$ cat src/rtl/lsu_pkg.sv
// Shared encodings for the load/store unit: access sizes and FSM state codes.
// Imported by the lane aligner and the top-level controller.
package lsu_pkg;

   localparam logic [1:0] SZ_BYTE = 2'b00;
   localparam logic [1:0] SZ_HALF = 2'b01;
   localparam logic [1:0] SZ_WORD = 2'b10;

   typedef logic [1:0] lsu_state_t;

   localparam lsu_state_t IDLE = 2'b00;
   localparam lsu_state_t RD   = 2'b01;
   localparam lsu_state_t WR   = 2'b10;
   localparam lsu_state_t RESP = 2'b11;

endpackage

$ cat src/rtl/lsu_if.sv
// Pipeline-side request/response handshake of the load/store unit.
// The slave modport is the unit itself; the master modport is the pipeline.
interface lsu_if #(
   parameter int ADDR_W = 32
);
   logic              req_valid_i;
   logic              req_ready_o;
   logic              req_write_i;
   logic [1:0]        req_size_i;
   logic              req_signed_i;
   logic [ADDR_W-1:0] req_addr_i;
   logic [31:0]       req_wdata_i;
   logic              resp_valid_o;
   logic              resp_ready_i;
   logic [31:0]       resp_rdata_o;
   logic              resp_err_o;

   modport master (
      output req_valid_i, req_write_i, req_size_i, req_signed_i,
             req_addr_i, req_wdata_i, resp_ready_i,
      input  req_ready_o, resp_valid_o, resp_rdata_o, resp_err_o
   );

   modport slave (
      input  req_valid_i, req_write_i, req_size_i, req_signed_i,
             req_addr_i, req_wdata_i, resp_ready_i,
      output req_ready_o, resp_valid_o, resp_rdata_o, resp_err_o
   );
endinterface

$ cat src/rtl/lsu_lane_align.sv
// Combinational byte-lane logic: extracts and extends load data from a word,
// and merges sub-word store data into a word for read-modify-write.
module lsu_lane_align
   import lsu_pkg::*;
(
   input  logic [31:0] word,
   input  logic [1:0]  addr_lo,
   input  logic [1:0]  size,
   input  logic        sgn,
   input  logic [31:0] wdata,
   output logic [31:0] load_val,
   output logic [31:0] store_word
);

   logic [7:0]  byte_lane;
   logic [15:0] half_lane;

   assign byte_lane = word[{addr_lo, 3'b000} +: 8];
   assign half_lane = word[{addr_lo[1], 4'b0000} +: 16];

   always_comb begin
      load_val = 32'h0;
      case (size)
         SZ_BYTE: load_val = {{24{sgn & byte_lane[7]}}, byte_lane};
         SZ_HALF: load_val = {{16{sgn & half_lane[15]}}, half_lane};
         SZ_WORD: load_val = word;
         default: load_val = 32'h0;
      endcase
   end

   // Only the addressed lane is replaced; the other lanes keep the read word.
   always_comb begin
      store_word = word;
      case (size)
         SZ_BYTE: store_word[{addr_lo, 3'b000} +: 8]     = wdata[7:0];
         SZ_HALF: store_word[{addr_lo[1], 4'b0000} +: 16] = wdata[15:0];
         SZ_WORD: store_word = wdata;
         default: store_word = word;
      endcase
   end

endmodule

$ cat src/rtl/load_store_unit.sv
// MEM-stage access controller in front of the data memory: word/half/byte
// loads and stores, sub-word stores as read-modify-write, early error reject.
module load_store_unit
   import lsu_pkg::*;
#(
   parameter int MEM_BYTES = 32,
   parameter int ADDR_W    = 32
)(
   input  logic              clk_i,
   input  logic              rst_i,
   lsu_if.slave              bus,
   output logic [ADDR_W-1:0] mem_addr_o,
   output logic [31:0]       mem_wdata_o,
   output logic              mem_write_o,
   output logic              mem_read_o,
   input  logic [31:0]       mem_rdata_i
);

   lsu_state_t        state_q;
   logic              write_q;
   logic              sgn_q;
   logic              err_q;
   logic [1:0]        size_q;
   logic [ADDR_W-1:0] addr_q;
   logic [31:0]       wdata_q;
   logic [31:0]       word_q;
   logic [31:0]       rdata_q;

   logic              accept;
   logic              req_err;
   logic [ADDR_W-1:0] req_aligned;
   logic [31:0]       load_val;
   logic [31:0]       store_word;

   assign accept      = bus.req_valid_i && (state_q == IDLE);
   assign req_aligned = {bus.req_addr_i[ADDR_W-1:2], 2'b00};

   // The range check is done one bit wider so A+3 cannot wrap near the top.
   always_comb begin
      req_err = 1'b0;
      if (bus.req_size_i == 2'b11)
         req_err = 1'b1;
      if (bus.req_size_i == SZ_HALF && bus.req_addr_i[0])
         req_err = 1'b1;
      if (bus.req_size_i == SZ_WORD && bus.req_addr_i[1:0] != 2'b00)
         req_err = 1'b1;
      if (({1'b0, req_aligned} + (ADDR_W+1)'(3)) >= (ADDR_W+1)'(MEM_BYTES))
         req_err = 1'b1;
   end

   lsu_lane_align u_align (
      .word       (mem_rdata_i),
      .addr_lo    (addr_q[1:0]),
      .size       (size_q),
      .sgn        (sgn_q),
      .wdata      (wdata_q),
      .load_val   (load_val),
      .store_word (store_word)
   );

   always_ff @(posedge clk_i or posedge rst_i) begin
      if (rst_i) begin
         state_q <= IDLE;
         write_q <= 1'b0;
         sgn_q   <= 1'b0;
         err_q   <= 1'b0;
         size_q  <= 2'b00;
         addr_q  <= '0;
         wdata_q <= 32'h0;
         word_q  <= 32'h0;
         rdata_q <= 32'h0;
      end else begin
         case (state_q)
            IDLE: begin
               if (accept) begin
                  write_q <= bus.req_write_i;
                  sgn_q   <= bus.req_signed_i;
                  size_q  <= bus.req_size_i;
                  addr_q  <= bus.req_addr_i;
                  wdata_q <= bus.req_wdata_i;
                  word_q  <= bus.req_wdata_i;
                  err_q   <= req_err;
                  rdata_q <= 32'h0;
                  if (req_err)
                     state_q <= RESP;
                  else if (bus.req_write_i && bus.req_size_i == SZ_WORD)
                     state_q <= WR;
                  else
                     state_q <= RD;
               end
            end
            // A store leaves RD with the merged word; a load with its result.
            RD: begin
               if (write_q) begin
                  word_q  <= store_word;
                  state_q <= WR;
               end else begin
                  rdata_q <= load_val;
                  state_q <= RESP;
               end
            end
            WR:      state_q <= RESP;
            RESP: begin
               if (bus.resp_ready_i)
                  state_q <= IDLE;
            end
            default: state_q <= IDLE;
         endcase
      end
   end

   assign bus.req_ready_o  = (state_q == IDLE);
   assign bus.resp_valid_o = (state_q == RESP);
   assign bus.resp_rdata_o = (state_q == RESP) ? rdata_q : 32'h0;
   assign bus.resp_err_o   = (state_q == RESP) && err_q;

   assign mem_read_o  = (state_q == RD);
   assign mem_write_o = (state_q == WR);
   assign mem_addr_o  = (state_q == RD || state_q == WR) ? {addr_q[ADDR_W-1:2], 2'b00} : '0;
   assign mem_wdata_o = (state_q == WR) ? word_q : 32'h0;

endmodule

$ cat src/flat_wrapper.sv
// flat-port wrapper written by rule: the top's interface ports become plain ports
module load_store_unit_flat import lsu_pkg::*;
#(
   parameter int MEM_BYTES = 32,
   parameter int ADDR_W    = 32
)
  (clk_i, rst_i, mem_addr_o, mem_wdata_o, mem_write_o, mem_read_o, mem_rdata_i, bus_req_valid_i, bus_req_write_i, bus_req_size_i, bus_req_signed_i, bus_req_addr_i, bus_req_wdata_i, bus_resp_ready_i, bus_req_ready_o, bus_resp_valid_o, bus_resp_rdata_o, bus_resp_err_o);
  lsu_if #(.ADDR_W(ADDR_W)) bus_i ();
  input  logic clk_i;
  input  logic rst_i;
  output logic [ADDR_W-1:0] mem_addr_o;
  output logic [31:0] mem_wdata_o;
  output logic mem_write_o;
  output logic mem_read_o;
  input  logic [31:0] mem_rdata_i;
  input wire logic [$bits(bus_i.req_valid_i)-1:0] bus_req_valid_i;
  input wire logic [$bits(bus_i.req_write_i)-1:0] bus_req_write_i;
  input wire logic [$bits(bus_i.req_size_i)-1:0] bus_req_size_i;
  input wire logic [$bits(bus_i.req_signed_i)-1:0] bus_req_signed_i;
  input wire logic [$bits(bus_i.req_addr_i)-1:0] bus_req_addr_i;
  input wire logic [$bits(bus_i.req_wdata_i)-1:0] bus_req_wdata_i;
  input wire logic [$bits(bus_i.resp_ready_i)-1:0] bus_resp_ready_i;
  output wire logic [$bits(bus_i.req_ready_o)-1:0] bus_req_ready_o;
  output wire logic [$bits(bus_i.resp_valid_o)-1:0] bus_resp_valid_o;
  output wire logic [$bits(bus_i.resp_rdata_o)-1:0] bus_resp_rdata_o;
  output wire logic [$bits(bus_i.resp_err_o)-1:0] bus_resp_err_o;
  assign bus_i.req_valid_i = bus_req_valid_i;
  assign bus_i.req_write_i = bus_req_write_i;
  assign bus_i.req_size_i = bus_req_size_i;
  assign bus_i.req_signed_i = bus_req_signed_i;
  assign bus_i.req_addr_i = bus_req_addr_i;
  assign bus_i.req_wdata_i = bus_req_wdata_i;
  assign bus_i.resp_ready_i = bus_resp_ready_i;
  assign bus_req_ready_o = bus_i.req_ready_o;
  assign bus_resp_valid_o = bus_i.resp_valid_o;
  assign bus_resp_rdata_o = bus_i.resp_rdata_o;
  assign bus_resp_err_o = bus_i.resp_err_o;
  load_store_unit #(.MEM_BYTES(MEM_BYTES), .ADDR_W(ADDR_W)) u_core (.clk_i(clk_i), .rst_i(rst_i), .bus(bus_i), .mem_addr_o(mem_addr_o), .mem_wdata_o(mem_wdata_o), .mem_write_o(mem_write_o), .mem_read_o(mem_read_o), .mem_rdata_i(mem_rdata_i));
endmodule
$ cat config.mk
export PLATFORM = sky130hd
export DESIGN_NAME = load_store_unit_flat
export DESIGN_NICKNAME = d
export VERILOG_FILES = /design/src/rtl/lsu_pkg.sv /design/src/rtl/lsu_if.sv /design/src/rtl/lsu_lane_align.sv /design/src/rtl/load_store_unit.sv /design/src/flat_wrapper.sv
export SDC_FILE = /design/constraint.sdc
export NUM_CORES = 1
export LEC_CHECK = 0
export BUFFER_PORTS_ARGS = -buffer_cell sky130_fd_sc_hd__buf_2
export CORE_MARGIN = 5
export CORE_UTILIZATION = 54
export DETAILED_ROUTE_END_ITERATION = 8
export PLACE_DENSITY = 0.91
export SLEW_MARGIN = 20
export SYNTH_ARGS = -nofsm -noshare
export SYNTH_HDL_FRONTEND = slang
export SYNTH_SLANG_ARGS = --single-unit
$ cat constraint.sdc
create_clock -name clk_i -period 4.3 [get_ports clk_i]
set_input_delay 0.215 -clock clk_i [delete_from_list [all_inputs] [get_ports clk_i]]
set_output_delay 0.215 -clock clk_i [all_outputs]
set_load 0.01 [all_outputs]
# Word-level counts from Yosys, hierarchy flattened
# Index checks and enable logic that the tools add are counted.
word_totals:
  output_inout_bits: 101
  register_bits: 135
classes:
  n_addsub: 3
  order_cmp: 1
  n_mux: 23
  n_reduce_logical: 14
  n_shift: 6
  n_eq_ne: 12
  bitwise: 2
op_table:
  columns: ["op", "n"]
  rows:
  - ["$mux 32", 7]
  - ["$pmux 32 s3", 2]
  - ["$pmux 32 s2", 2]
  - ["$bwmux 32", 2]
  - ["$add 32x2->33 const B", 1]
  - ["$ge 33x6->1 const B", 1]
  - ["$shift 16x7->32 const A", 1]
  - ["$shift 8x7->32 const A", 1]
  - ["$shiftx 16x7->32", 1]
  - ["$shiftx 32x6->16", 1]
  - ["$shiftx 32x6->8", 1]
  - ["$shiftx 8x7->32", 1]
  - ["$neg 5->7", 2]
  - ["$eq 2x2->1 const B", 5]
  - ["$mux 2", 4]
  - ["$pmux 2 s4", 1]
  - ["$eq 2x1->1 const B", 3]
  - ["$reduce_and 3->1", 2]
  - ["$logic_and 1x1->1", 5]
  - ["$mux 1", 5]
  - ["$logic_not 2->1", 2]
  - ["$ne 2x1->1 const B", 2]
  - ["$ne 2x2->1 const B", 2]
  - ["$reduce_and 2->1", 2]
  - ["3 further kinds", 5]

# Depth between registers and ports, before layout
depth:
  ltp_word: 8
  mapped_depth: 9

# By module
# From an unflattened synthesis, not the netlist that was laid out.
unflattened:
  cells_unflattened: 748
  area_unflattened_um2: 8214.1
by_module_without_submodules:
  columns: ["mod", "cells_per_inst", "seq_area_each_um2", "area_each_um2", "instances"]
  rows:
  - ["load_store_unit", 469, 3378.2, 6306.0, 1]
  - ["lsu_lane_align", 279, 0.0, 1908.1, 1]

# Worst setup path after synthesis
# Ideal clock, no wire load.
synth_timing:
  path_kind: "register to register"
  startpoint: "register u_core.addr_q[1]"
  endpoint: "register u_core.word_q[1]"
  stages_incl_launch_ff: 9
  n_path_buf: 2
  arrival_ns: 2.002
  slack_ns: 2.204
  required_ns: 4.206
  cell_sequence: "dfrtp_1 -> buf_6 -> buf_6 -> inv_1 -> ha_1 -> nand2b_1 -> o31ai_2 -> a22oi_1 -> a211oi_1"
synth_via:
  elab_chain_len: 6
synth_lines:
  columns: ["element", "line", "source"]
  rows:
  - ["start, declared", "load_store_unit.sv:24", "logic [ADDR_W-1:0] addr_q;"]
  - ["start signal, assigned", "load_store_unit.sv:79", "addr_q <= bus.req_addr_i;"]
  - ["$neg 5->7 (on tied branches)", "lsu_lane_align.sv:36, lsu_lane_align.sv:35", null]
  - ["$shiftx 16x7->32 (tied with other cells)", "lsu_lane_align.sv:36", "SZ_HALF: store_word[{addr_lo[1], 4'b0000} +: 16] = wdata[15:0];"]
  - ["$bwmux 32 (on tied branches)", "lsu_lane_align.sv:36, lsu_lane_align.sv:35", null]
  - ["$pmux 32 s3 *", "lsu_lane_align.sv:34", "case (size)"]
  - ["$mux 32 *", "load_store_unit.sv:94", "if (write_q) begin"]
  - ["$pmux 32 s2 *", "load_store_unit.sv:73", "case (state_q)"]
  - ["end signal, assigned", "load_store_unit.sv:81", "word_q <= bus.req_wdata_i;"]
  - ["end signal, assigned", "load_store_unit.sv:95", "word_q <= store_word;"]
  - ["end, declared", "load_store_unit.sv:26", "logic [31:0] word_q;"]
# Mark *: on every way between the ends. The rest lies on a longest branch, timed or not. The select of a mux whose other input is x is not followed.
# A chain may end at the register's enable or synchronous reset.

# Worst setup path in the final report
layout_timing:
  startpoint: "register u_core.addr_q[1]"
  endpoint: "register u_core.word_q[2]"
# Same word-level chain as after synthesis.

==> results.ini <==
[status]
outcome = finished, violations left
violations = negative hold slack

[setup_path]
cp.required_ps = 4630
r2r-end = u_core.word_q[2]
start_kind = flop
regToRegStartpoint = u_core.addr_q[1]
cp.arrival_ps = 3220
max_stage_delay_ps = 600
r2r_slack_ps = 1400
path_cells = buf_4 -> inv_1 -> ha_1 -> nand2b_1 -> o31ai_2 -> a22oi_1 -> a211oi_1
worst_path_max_delay_cell = o31ai_2
crit_type = reg -> reg
reg2reg_depth = 7
path_max_fanout = 39
end_kind = flop

[timing]
fmax_mhz = 345
period_minus_slack_ps = 2900
slew_headroom_pct = 32.1
worst_pin_slew_ps = 1010
setup_tns_ps = 0
final_hold_viol_count = 29
whs_ps = -32.1
finClkSkew_ps = 7.71
rsz0062_at_grt = false
setup_viol = 0
slew_violations = 0
period_share_pct = 67.3

[synthesis]
syn-cell-area_um2 = 7960
synth_top_area_cell = dfrtp_1
synth_top_area_share_pct = 42.5
synthAdderAreaFrac_pct = 1.42
synth-seq-cells = 135
ys_warn_count = 0
ys_top_cells_by_count = dfrtp_1 (135), and2_1 (96), mux2_2 (81)
synth_xor_area_share_pct = 0
ys_seq_area_share_pct = 42.5
ys_types = 59
ys_dominant_reg_cell = dfrtp_1
synth_area_leaders = dfrtp_1 (42%), mux2_2 (11%), and2_1 (7.5%)
synth-simple-area-share_pct = 17.7
synth-edff-count = 0
yosysMostFrequentCell = dfrtp_1
syn_avg_cell_area_um2 = 10.1
synth_compound_area_share_pct = 19.6
syn_inst = 790
synth_top_family_by_area = compound AO/OA/AOI/OAI gates
muxShareOfSynthArea_pct = 13.9
async_flop_share_pct = 100

[finish]
n_antenna_cell = 0
area_delta_synth_final_pct = 19.8
layout.cells.non_filler = 1153
layout-drive-gt1-share_pct = 38.0
final_util_pct = 65.8
layout.nets = 1069

[placement]
port-buffer-count = 202
post-place-cells = 1121
dp_hpwl_um = 17800
gp_congestion = 0.934

[drt]
ant_nets = 0
first_iter_violations = 814
vias = 7414
drcViolationCount = 0
routed_wl_um = 25100
routed_via_density = 6.43
wl_per_cell_um = 21.8
dr.pass1.iters = 6

[grt]
grt_use_met2_pct = 44.0
busiest_layer = met2
grt_use_met3_pct = 9.67
met1_usage_pct = 36.3
overflow = 0
grt_pass1_vias = 7543
grt_start_max_net_pins = 71
grt_use_total_pct = 28.4
antenna_found_initial = 1
grt_pass1_wl_um = 40000

[job]
drv_cap = 0

[clock_tree]
clk_latency_ps = 430
cts-root-buf = clkbuf_16
cts_sinks = 135
htreeDepth = 4
cts_tree = yes
post_cts_buffers = 0
cts_made_buffers = 17
clock_path_buffers = 2
postCtsHoldBufs = 0
cts_resized = 0
clkTransAtPathRegs_ps = 60

[pwr]
ir_worst_vdd_v = 0.000491
leakage_nw = 4.36
p_per_area_nw_per_um2 = 823

[die]
fp-row-count = 44
die_x_um = 131
io_pins = 205
die_h_um = 131
dieArea_um2 = 17300
core-area_um2 = 14500
start_util_pct = 55.0

[min_path]
worstHoldPathType = in -> async

## cell type report
type / count / area, µm²
tap: 184 / 230
timing repair buffer: 214 / 1100
clock buffer: 18 / 439
inverter: 10 / 40.0
multi-input combinational: 578 / 4200
sequential: 135 / 3380
fill: 1156 / 4940
clock inverter: 14 / 148
## registers in the layout, indices dropped and copies added (netlist names)
register	cells
u_core.err_q	1
u_core.wdata_q	32
u_core.state_q	2
u_core.word_q	32
u_core.addr_q	32
u_core.rdata_q	32
u_core.sgn_q	1
u_core.size_q	2
u_core.write_q	1
## worst max path at each step
stage,cells after the start,start,end,slack (ps)
3_3_place_gp,7,u_core.addr_q[1],u_core.word_q[3],1590
3_5_place_dp,7,u_core.addr_q[1],u_core.word_q[2],1460
5_1_grt,7,u_core.addr_q[1],u_core.word_q[2],1210
6_report,7,u_core.addr_q[1],u_core.word_q[2],1400
4_1_cts,7,u_core.addr_q[1],u_core.word_q[2],1440
2_1_floorplan,1,rst_i,u_core.addr_q[0],470
## layer usage
metal / up-vias / share of wire [%]
li1: 3273 / -
met4: 2 / 4.2
met5: - / 0.028
met3: 119 / 12
met2: 521 / 46
met1: 3499 / 38
## through the flow
step / area, µm² / setup WS [ps] / power, mW
5_1_grt: 9530 / 1210 / 8.33
3_5_place_dp: 8950 / 1460 / 6.29
4_1_cts: 9530 / 1440 / 7.78
6_report: 9530 / 1400 / 7.85
3_3_place_gp: 8950 / 1590 / 6.15
2_1_floorplan: 7960 / 474 / 5.13
## cell usage in the layout, fill, tap and decap left out, types with 3 or more instances in the layout
| cell type | Yosys | layout |
|---|---|---|
| buf_2 | 26 | 202 |
| dfrtp_1 | 135 | 135 |
| and2_1 | 96 | 95 |
| mux2_2 | 81 | 81 |
| a21oi_1 | 72 | 72 |
| nor2_1 | 46 | 46 |
| o22ai_1 | 31 | 31 |
| o21ai_0 | 28 | 28 |
| a22oi_1 | 24 | 24 |
| nand2_1 | 18 | 18 |
| clkbuf_16 | 0 | 17 |
| a221oi_1 | 16 | 16 |
| mux2i_1 | 16 | 16 |
| or3b_2 | 15 | 15 |
| a221o_1 | 14 | 14 |
| buf_4 | 3 | 12 |
| nor3_1 | 10 | 10 |
| o21ai_1 | 9 | 9 |
| a221o_2 | 9 | 9 |
| inv_1 | 10 | 9 |
| ha_1 | 9 | 9 |
| nand4b_1 | 8 | 8 |
| a211oi_1 | 7 | 7 |
| nor4_1 | 7 | 7 |
| a32oi_1 | 7 | 7 |
| nand2b_1 | 5 | 5 |
| nor2b_1 | 5 | 4 |
| a31oi_1 | 4 | 4 |
| clkinv_2 | 0 | 4 |
| inv_6 | 0 | 4 |
| and3_1 | 3 | 3 |
| nor2_2 | 3 | 3 |
| nor4b_1 | 3 | 3 |
## logic make-up after synthesis
family,after synthesis
AO/OA/AOI/OAI,232
other,1
buffers and inverters,78
AND/OR/NAND/NOR,236
flip-flops,135
multiplexers,99
adder cells (fa/ha/maj),9
## worst max-delay path, delay by kind of cell (launching register included)
kind            cells  cell delay (ps)
flops               1              320
compound gates      3             1070
buf+inv             2              690
simple gates        1              240
fa+ha+maj           1              480
## power by group
part / internal (mW) / switching, mW / leakage [nW]
clock network: 0.872 / 0.590 / 0.287
registers: 1.84 / 0.504 / 1.63
logic: 1.73 / 2.31 / 2.43
total: 4.45 / 3.40 / 4.36
Note: power is estimated with default switching activity, not from simulation.
